**src/rtl/sine_tx_pkg.sv**
```systemverilog
// Shared types and constants for the sine-burst transmitter: sample format, state
// encoding and the 20-entry one-period sine table.
package sine_tx_pkg;

  localparam int unsigned NSMP  = 20;
  localparam int unsigned SMP_W = 8;
  localparam int unsigned PH_W  = 5;
  localparam int unsigned BIT_W = 3;
  localparam int unsigned BYTE_W = 8;

  typedef logic signed [SMP_W-1:0] sample_t;
  typedef logic [BYTE_W-1:0]       tx_byte_t;

  typedef enum logic [1:0] {
    IDLE = 2'd0,
    SEND = 2'd1,
    GAP  = 2'd2
  } tx_state_e;

  // One full sine period, peak 127 so the BPSK negation always fits in 8 bits.
  function automatic sample_t sine_lut(input logic [PH_W-1:0] ph);
    sample_t v;
    case (ph)
      5'd0:    v = 8'sd0;
      5'd1:    v = 8'sd39;
      5'd2:    v = 8'sd75;
      5'd3:    v = 8'sd103;
      5'd4:    v = 8'sd121;
      5'd5:    v = 8'sd127;
      5'd6:    v = 8'sd121;
      5'd7:    v = 8'sd103;
      5'd8:    v = 8'sd75;
      5'd9:    v = 8'sd39;
      5'd10:   v = 8'sd0;
      5'd11:   v = -8'sd39;
      5'd12:   v = -8'sd75;
      5'd13:   v = -8'sd103;
      5'd14:   v = -8'sd121;
      5'd15:   v = -8'sd127;
      5'd16:   v = -8'sd121;
      5'd17:   v = -8'sd103;
      5'd18:   v = -8'sd75;
      5'd19:   v = -8'sd39;
      default: v = 8'sd0;
    endcase
    return v;
  endfunction

endpackage

```
**src/rtl/sine_burst_tx_if.sv**
```systemverilog
// Byte-source handshake into the sine-burst transmitter (valid/ready).
interface sine_burst_tx_if;
  import sine_tx_pkg::*;

  tx_byte_t tx_data;
  logic     tx_valid;
  logic     tx_ready;

  modport master (output tx_data, output tx_valid, input tx_ready);
  modport slave  (input tx_data, input tx_valid, output tx_ready);
endinterface

```
**src/rtl/sine_burst_tx_sample_strobe.sv**
```systemverilog
// Sample-rate divider: counts 0..DIV-1 while enabled and flags the wrap cycle.
module sample_strobe #(
  parameter int unsigned DIV = 32
) (
  input  logic clk,
  input  logic rst,
  input  logic ena,
  output logic tick
);

  localparam int unsigned CNT_W = (DIV > 1) ? $clog2(DIV) : 1;

  logic [CNT_W-1:0] cnt_q, cnt_d;
  logic             wrap;

  always_comb begin
    wrap  = (cnt_q == CNT_W'(DIV - 1));
    cnt_d = cnt_q;
    if (ena) begin
      cnt_d = wrap ? '0 : cnt_q + CNT_W'(1);
    end
  end

  assign tick = ena & wrap;

  always_ff @(posedge clk) begin
    if (rst) begin
      cnt_q <= '0;
    end else begin
      cnt_q <= cnt_d;
    end
  end

endmodule

```
**src/rtl/sine_burst_tx.sv**
```systemverilog
// Byte-to-sine-burst transmitter: one 20-sample sine period per bit, MSB first, BPSK by
// default or on-off keying when SINE_TX_OOK_EN is defined.
module sine_burst_tx
  import sine_tx_pkg::*;
#(
  parameter int unsigned DIV     = 32,
  parameter int unsigned GAP_SMP = 20
) (
  input  logic                  clk,
  input  logic                  rst,
  input  logic                  ena,
  sine_burst_tx_if.slave        tx_if,
  output sample_t               smp_out,
  output logic                  smp_stb,
  output logic                  busy
);

  localparam int unsigned GAP_W = (GAP_SMP > 1) ? $clog2(GAP_SMP) : 1;

  tx_state_e        state_q, state_d;
  tx_byte_t         shreg_q, shreg_d;
  logic [BIT_W-1:0] bit_q, bit_d;
  logic [PH_W-1:0]  phase_q, phase_d;
  logic [GAP_W-1:0] gap_q, gap_d;
  sample_t          smp_q, smp_d;
  logic             stb_q, stb_d;
  logic             busy_q, busy_d;

  logic    tick;
  logic    xfer;
  sample_t lut;
  sample_t sym;

  sample_strobe #(.DIV(DIV)) u_strobe (
    .clk  (clk),
    .rst  (rst),
    .ena  (ena),
    .tick (tick)
  );

  assign tx_if.tx_ready = (state_q == IDLE) & ena & ~rst;
  assign xfer           = tx_if.tx_valid & tx_if.tx_ready;
  assign lut            = sine_lut(phase_q);

  // Symbol sample for the current bit (MSB of the shifter) at the current phase.
`ifdef SINE_TX_OOK_EN
  assign sym = shreg_q[BYTE_W-1] ? lut : '0;
`else
  assign sym = shreg_q[BYTE_W-1] ? lut : -lut;
`endif

  always_comb begin
    state_d = state_q;
    shreg_d = shreg_q;
    bit_d   = bit_q;
    phase_d = phase_q;
    gap_d   = gap_q;
    smp_d   = smp_q;
    busy_d  = busy_q;
    stb_d   = tick;

    case (state_q)
      IDLE: begin
        if (tick) begin
          smp_d = '0;
        end
        // A transfer on a tick cycle still emits the idle zero; first symbol goes out next tick.
        if (xfer) begin
          shreg_d = tx_if.tx_data;
          bit_d   = '1;
          phase_d = '0;
          state_d = SEND;
          busy_d  = 1'b1;
        end
      end

      SEND: begin
        if (tick) begin
          smp_d = sym;
          if (phase_q == PH_W'(NSMP - 1)) begin
            phase_d = '0;
            if (bit_q == '0) begin
              if (GAP_SMP > 0) begin
                state_d = GAP;
                gap_d   = '0;
              end else begin
                state_d = IDLE;
                busy_d  = 1'b0;
              end
            end else begin
              bit_d   = bit_q - BIT_W'(1);
              shreg_d = {shreg_q[BYTE_W-2:0], 1'b0};
            end
          end else begin
            phase_d = phase_q + PH_W'(1);
          end
        end
      end

      GAP: begin
        if (tick) begin
          smp_d = '0;
          if (gap_q == GAP_W'(GAP_SMP - 1)) begin
            state_d = IDLE;
            busy_d  = 1'b0;
          end else begin
            gap_d = gap_q + GAP_W'(1);
          end
        end
      end

      default: begin
        state_d = IDLE;
        busy_d  = 1'b0;
      end
    endcase
  end

  always_ff @(posedge clk) begin
    if (rst) begin
      state_q <= IDLE;
      shreg_q <= '0;
      bit_q   <= '0;
      phase_q <= '0;
      gap_q   <= '0;
      smp_q   <= '0;
      stb_q   <= 1'b0;
      busy_q  <= 1'b0;
    end else begin
      state_q <= state_d;
      shreg_q <= shreg_d;
      bit_q   <= bit_d;
      phase_q <= phase_d;
      gap_q   <= gap_d;
      smp_q   <= smp_d;
      stb_q   <= stb_d;
      busy_q  <= busy_d;
    end
  end

  assign smp_out = smp_q;
  assign smp_stb = stb_q;
  assign busy    = busy_q;

endmodule

```
**src/flat_wrapper.sv**
```systemverilog
// flat-port wrapper written by rule: the top's interface ports become plain ports
module sine_burst_tx_flat import sine_tx_pkg::*;
#(
  parameter int unsigned DIV     = 32,
  parameter int unsigned GAP_SMP = 20
)
  (clk, rst, ena, smp_out, smp_stb, busy, tx_if_tx_data, tx_if_tx_valid, tx_if_tx_ready);
  sine_burst_tx_if tx_if_i ();
  input  logic clk;
  input  logic rst;
  input  logic ena;
  output sample_t smp_out;
  output logic smp_stb;
  output logic busy;
  input wire logic [$bits(tx_if_i.tx_data)-1:0] tx_if_tx_data;
  input wire logic [$bits(tx_if_i.tx_valid)-1:0] tx_if_tx_valid;
  output wire logic [$bits(tx_if_i.tx_ready)-1:0] tx_if_tx_ready;
  assign tx_if_i.tx_data = tx_if_tx_data;
  assign tx_if_i.tx_valid = tx_if_tx_valid;
  assign tx_if_tx_ready = tx_if_i.tx_ready;
  sine_burst_tx #(.DIV(DIV), .GAP_SMP(GAP_SMP)) u_core (.clk(clk), .rst(rst), .ena(ena), .tx_if(tx_if_i), .smp_out(smp_out), .smp_stb(smp_stb), .busy(busy));
endmodule
```
**config.mk**
```make
export PLATFORM = sky130hd
export DESIGN_NAME = sine_burst_tx_flat
export DESIGN_NICKNAME = d
export VERILOG_FILES = /design/src/rtl/sine_tx_pkg.sv /design/src/rtl/sine_burst_tx_if.sv /design/src/rtl/sine_burst_tx_sample_strobe.sv /design/src/rtl/sine_burst_tx.sv /design/src/flat_wrapper.sv
export SDC_FILE = /design/constraint.sdc
export NUM_CORES = 1
export LEC_CHECK = 0
export ABC_AREA = 1
export CORE_ASPECT_RATIO = 1.75
export CORE_MARGIN = 4
export CORE_UTILIZATION = 40
export DETAILED_ROUTE_END_ITERATION = 8
export GPL_TIMING_DRIVEN = 1
export PLACE_DENSITY = 0.62
export SLEW_MARGIN = 30
export SYNTH_ARGS = -nofsm -noshare
export SYNTH_HDL_FRONTEND = slang
export SYNTH_SLANG_ARGS = --single-unit
```
**constraint.sdc**
```tcl
create_clock -name clk -period 2.55 [get_ports clk]
set_input_delay 0.51 -clock clk [delete_from_list [all_inputs] [get_ports clk]]
set_output_delay 0.51 -clock clk [all_outputs]
set_load 0.02 [all_outputs]
```
Word-level counts from Yosys, hierarchy flattened
Memories as Yosys holds them, arrays and structs flattened. A register that Yosys moved wholly into a read port is not among the register bits.
Cells that the tools add are included.
- flip-flop bits (word level): 38
- bits in latches: 0
- memory bits (writable): 0
- memory bits (read-only): 256
- bits of input ports: 12
- output and inout bits: 11
- word-level logic and storage cells: 85
- memories kept: 1
- memory list (name ; words ; width ; read ports ; clocked after Yosys merged registers in ; write ports ; line ; source):
    (no name shown) ; 32 ; 8 ; 1 ; 1 ; 0 ; sine_tx_pkg.sv:23 ; case (ph)
- $add $sub $neg: 5
- multipliers: 0
- div/mod/pow operators: 0
- order comparisons: 0
- equality and inequality tests: 14
- shifts and indexed selects: 0
- mux-type cells: 38
- bitwise gates (word level): 6
- reductions and logical operators: 12
- operators by type and width (cell ; count):
    8-bit two-way mux ; 7
    5-bit two-way mux ; 11
    8-bit case mux with 2 select lines ; 2
    5-bit case mux with 2 select lines ; 2
    5-bit by 1-bit adder with 5-bit output (second input constant) ; 3
    5-bit equality test (second input constant) ; 3
    2-bit by 1-bit != test with 1-bit output (second input constant) ; 7
    2-bit two-way mux ; 6
    3-bit two-way mux ; 4
    6-bit AND reduction ; 2
    8-bit negation ; 1
    2-bit case mux with 3 select lines ; 1
    3-bit case mux with 2 select lines ; 1
    3-bit AND reduction ; 2
    2-bit nonzero test ; 3
    5-bit AND reduction ; 1
    1-bit AND ; 4
    2-bit != test (second input constant) ; 2
    4-bit AND reduction ; 1
    3-bit zero test ; 1
    1-bit two-way mux ; 3
    1-bit case mux with 3 select lines ; 1
    3-bit by 1-bit subtractor with 3-bit output (second input constant) ; 1
    2-bit by 1-bit equality test with 1-bit output (second input constant) ; 1
    other kinds (4) ; 5

Longest topological paths before layout
- depth in word-level cells: 8
- depth in mapped cells: 19
- gate-level depth less buffers: 19

By module
A second synthesis with hierarchy kept.
- cells, all modules: 363
- area total of the unflattened synthesis: 2546.2 µm²
- by module, submodules not included (module ; instances ; cells an instance ; area each (µm²) ; sequential area each (µm²)):
    sine_burst_tx ; 1 ; 331 ; 2301.0 ; 820.8
    sample_strobe ; 1 ; 32 ; 245.2 ; 100.1

Worst setup path before layout
No wires, ideal clock.
- path type: reg2reg
- start: reg u_core.u_strobe.cnt_q[1]
- end: reg, netlist name u_core.lut[2]
- setup time: 0.109 ns
- arrival: 2.388 ns
- data required time: 2.441 ns
- setup slack: 0.053 ns
- cell stages (with the launch flop): 20
- path buffers: 0
- clock period less this slack: 2.497 ns
- path through: dfxtp_1 ha_1 inv_1 nor3_1 ha_1 nand2_1 nand2_4 nand3_4 nand2_1 o21ai_0 nand2_1 inv_1 ha_1 or2_2 nand4_1 nand2_1 nand2_1 nand2_1 nand2_1 inv_1
- word-level cells in the longest chain between the ends: 6
- ends and longest elaborated chain (what ; line ; source):
    start: declaration ; sine_burst_tx_sample_strobe.sv:13 ; logic [CNT_W-1:0] cnt_q, cnt_d;
    start signal: assignment ; sine_burst_tx_sample_strobe.sv:30 ; cnt_q <= cnt_d;
    5-bit equality test ; sine_burst_tx_sample_strobe.sv:17 ; wrap = (cnt_q == CNT_W'(DIV - 1));
    1-bit AND ; sine_burst_tx_sample_strobe.sv:24 ; assign tick = ena & wrap;
    2-bit by 1-bit != test with 1-bit output (no source line) ; - ;
    3-bit AND reduction (no source line) ; - ;
    5-bit two-way mux (no source line) (2 in series) ; - ;
Every way passes these cells.
A chain may end at the register's enable or synchronous reset.

Final worst setup path
- start: in ena
- end: out tx_if_tx_ready
- word-level cells in the longest chain between the ends: 2
- ends and longest elaborated chain (what ; line ; source):
    start: declaration ; flat_wrapper.sv:11 ; input logic ena;
    1-bit AND (2 in series) ; sine_burst_tx.sv:41 ; assign tx_if.tx_ready = (state_q == IDLE) & ena & ~rst;
    end: declaration ; flat_wrapper.sv:17 ; output wire logic [$bits(tx_if_i.tx_ready)-1:0] tx_if_tx_ready;
Every way passes these cells.

==> flow_summary.toml <==
[synthesis]
yosysTopAreaCellShare_pct = 36.3
synth_async_sr_flop_share_pct = 0
synth_cells = 364
synth_area_sq_mm = 0.00254
ys_seq_area_share_pct = 36.3
ys_ff_latch = 46
synth_top_cells_by_area = "dfxtp_1 36%, nand2_1 15%, ha_1 6.4%, inv_1 5.3%, nand3_1 5.1%"
yosysTopAreaCell = "dfxtp_1"
syn_area_per_cell_sq_um = 6.97
synth-edff-count = 0
synth_nets = 389
ys.flop_type = "dfxtp_1"
synth_warnings = 0
synth_cell_types = 32

[global_route]
grt_use_total_pct = 16.5
grt_first_pass_wirelength_mm = 9.78
grt_max_degree = 25
grt_pass1_vias = 2324
grt.overflow.total = 0
antenna_found_initial = 0

[drt]
drt_iter0_drc = 108
vias = 2423
drt_pass1_iterations = 4
drcViolationCount = 0
final_antenna_net_count = 0
routed_wl_mm = 5.60
drt-vias-per-instance = 4.93
routedWlPerCell_microns = 11.4

[floorplanning]
start_util_pct = 41.1
die_x_microns = 68.2
fp-row-count = 38
ios = 23
dieArea_sq_mm = 0.00774
dieHeight_microns = 113
core_sq_mm = 0.00618

[timing]
finalClockSkew_ps = 6.32
setup-violations-final = 0
min_period_ps = 2380
fin_crit_sh_pct = 93.4
setup_slack_ps = 168
worst_pin_slew_ps = 560
slew_violations = 0
final-hold-violation-count = 0
slew_headroom_pct = 62.4
fmax_ghz = 0.420

[place]
port_buffers = 22
post-dp-hpwl_mm = 4.43
place_congestion = 0.871
dp_slack_ps = -147

[pwr]
p_leak_uw = 0.00140
finalPower_uw = 2740
vdd_drop_max_uv = 348
p_per_area_mw_per_mm2 = 870

[cells_and_area]
multiInputGateArea_sq_mm = 0.00144
nFillCells = 631
seq_area_sq_um = 923
mostFrequentLayoutCells = "97 x nand2_1, 44 x dfxtp_1, 35 x inv_1, 31 x nor2_1"
final_common_cell = "nand2_1"
fin_nets = 435
n_antenna_cell = 0
drive_gt1_share_pct = 17.5
syn2layout_area_growth_pct = 24.1

[setup_path]
slowest_stage = "clkdlybuf4s50_1"
worstPathArrival_ps = 1870
start_kind = "primary input"
crit_chain = "clkdlybuf4s50_1 > inv_1 > nor4_1 > dlygate4sd2_1"
critPathKind = "primary input to output pin"
worst_ep_required_time_ps = 2040
crit_path_end_kind = "output pin"
crit_family = "buffers and inverters"
crit_path_max_fanout = 4
critPathBufInv = 3
slowest_delay_ps = 550

[cts]
cts_hold_buf = 0
cts_buffers = 5
htree_levels = 2
worstSkewPairLatency_ps = 300
cts-root-buf = "clkbuf_8"
cts_tree = "built"
cts_num_sinks = 46
path_clk_slew_ps = 80
clock_tree.buffer_depth = 2

[status]
outcome = "finished, final reports clean"

[job]
maxCapViolCount = 0

[min_path]
hold_path.class = "flip-flop to flip-flop"
==> path summary, 6_finish.rpt <==
check	start	endpoint	slack, ps	cells past startpoint
worst max register to register	u_core.u_strobe.cnt_q[0]$_SDFFE_PP0P_	u_core.lut[2]$_DFF_P_	200	19
worst min-delay path	u_core.bit_q[0]$_SDFFE_PP0P_	u_core.bit_q[0]$_SDFFE_PP0P_	460	1
worst min register to register	u_core.bit_q[0]$_SDFFE_PP0P_	u_core.bit_q[0]$_SDFFE_PP0P_	460	1
worst max-delay path	ena	tx_if_tx_ready	170	4
==> repair_timing <==
item | in CTS | in global routing
pin swaps | 0 | 2
setup buffers | 0 | 1
gates resized for setup | 1 | 16
setup endpoints to repair | 1 | 7
==> sequential cells by signal, indices dropped and copies added, names as in the netlist <==
| register | count |
|---|---|
| u_core.shreg_q | 8 |
| u_core.busy | 1 |
| u_core.gap_q | 5 |
| u_core.smp_out | 8 |
| u_core.u_strobe.cnt_q | 5 |
| u_core.phase_q | 5 |
| u_core.lut | 8 |
| u_core.smp_stb | 1 |
| u_core.bit_q | 3 |
| u_core.state_q | 2 |
==> cell usage after synthesis (4+ instances only) <==
cell type    n
a21oi_1     17
a31oi_1     12
clkbuf_1     4
dfxtp_1     46
ha_1        13
inv_1       36
inv_2        7
nand2_1    100
nand3_1     26
nand4_1      9
nor2_1      31
nor3_1       8
o21ai_0     23
==> logic make-up (layout without fill, tap and decap cells) <==
| family | count (synthesis) | after routing | share of synthesized area [%] |
|---|---|---|---|
| simple gates | 192 | 192 | 35.6 |
| compound gates | 56 | 56 | 12.0 |
| buf+inv | 54 | 101 | 8.67 |
| flops | 46 | 46 | 36.3 |
| fa+ha+maj | 13 | 13 | 6.41 |
| xor+xnor | 3 | 3 | 1.04 |
==> final cells by class <==
class	instances	share of cell area (%)
multi-input combinational	264	45.8
timing repair buffer	48	13.3
sequential	46	29.3
clock buffer	7	2.74
clock inverter	1	0.159
inverter	45	5.52
tap	80	3.18
==> layer usage <==
layer / up-vias / routed length (microns) / global-route usage [%]
li1: 1282 / - / -
met1: 1103 / 2120 / 16.4
met2: 29 / 3180 / 30.5
met3: 9 / 148 / 3.35
met4: 0 / 149 / 8.37
met5: - / 0 / 0
==> power breakdown <==
group          leakage, uW  internal [uW]  switching, uW
clock network    0.0000482            219            228
registers         0.000377            886            120
logic             0.000976            508            781
total              0.00140           1610           1130
==> metrics by stage <==
stage / hold slack [ps] / util, % / area [sq um] / std cells / TNS, ps
2_1_floorplan: 431 / - / 2540 / 364 / 0
3_3_place_gp: 443 / 48.5 / 3000 / 482 / -408
3_5_place_dp: 450 / 48.5 / 3000 / 482 / -675
4_1_cts: 463 / 50.0 / 3090 / 490 / 0
5_1_grt: 480 / 51.0 / 3150 / 491 / -2.89
6_report: 463 / 51.0 / 3150 / 491 / 0
(Power assumes the default switching activity.)
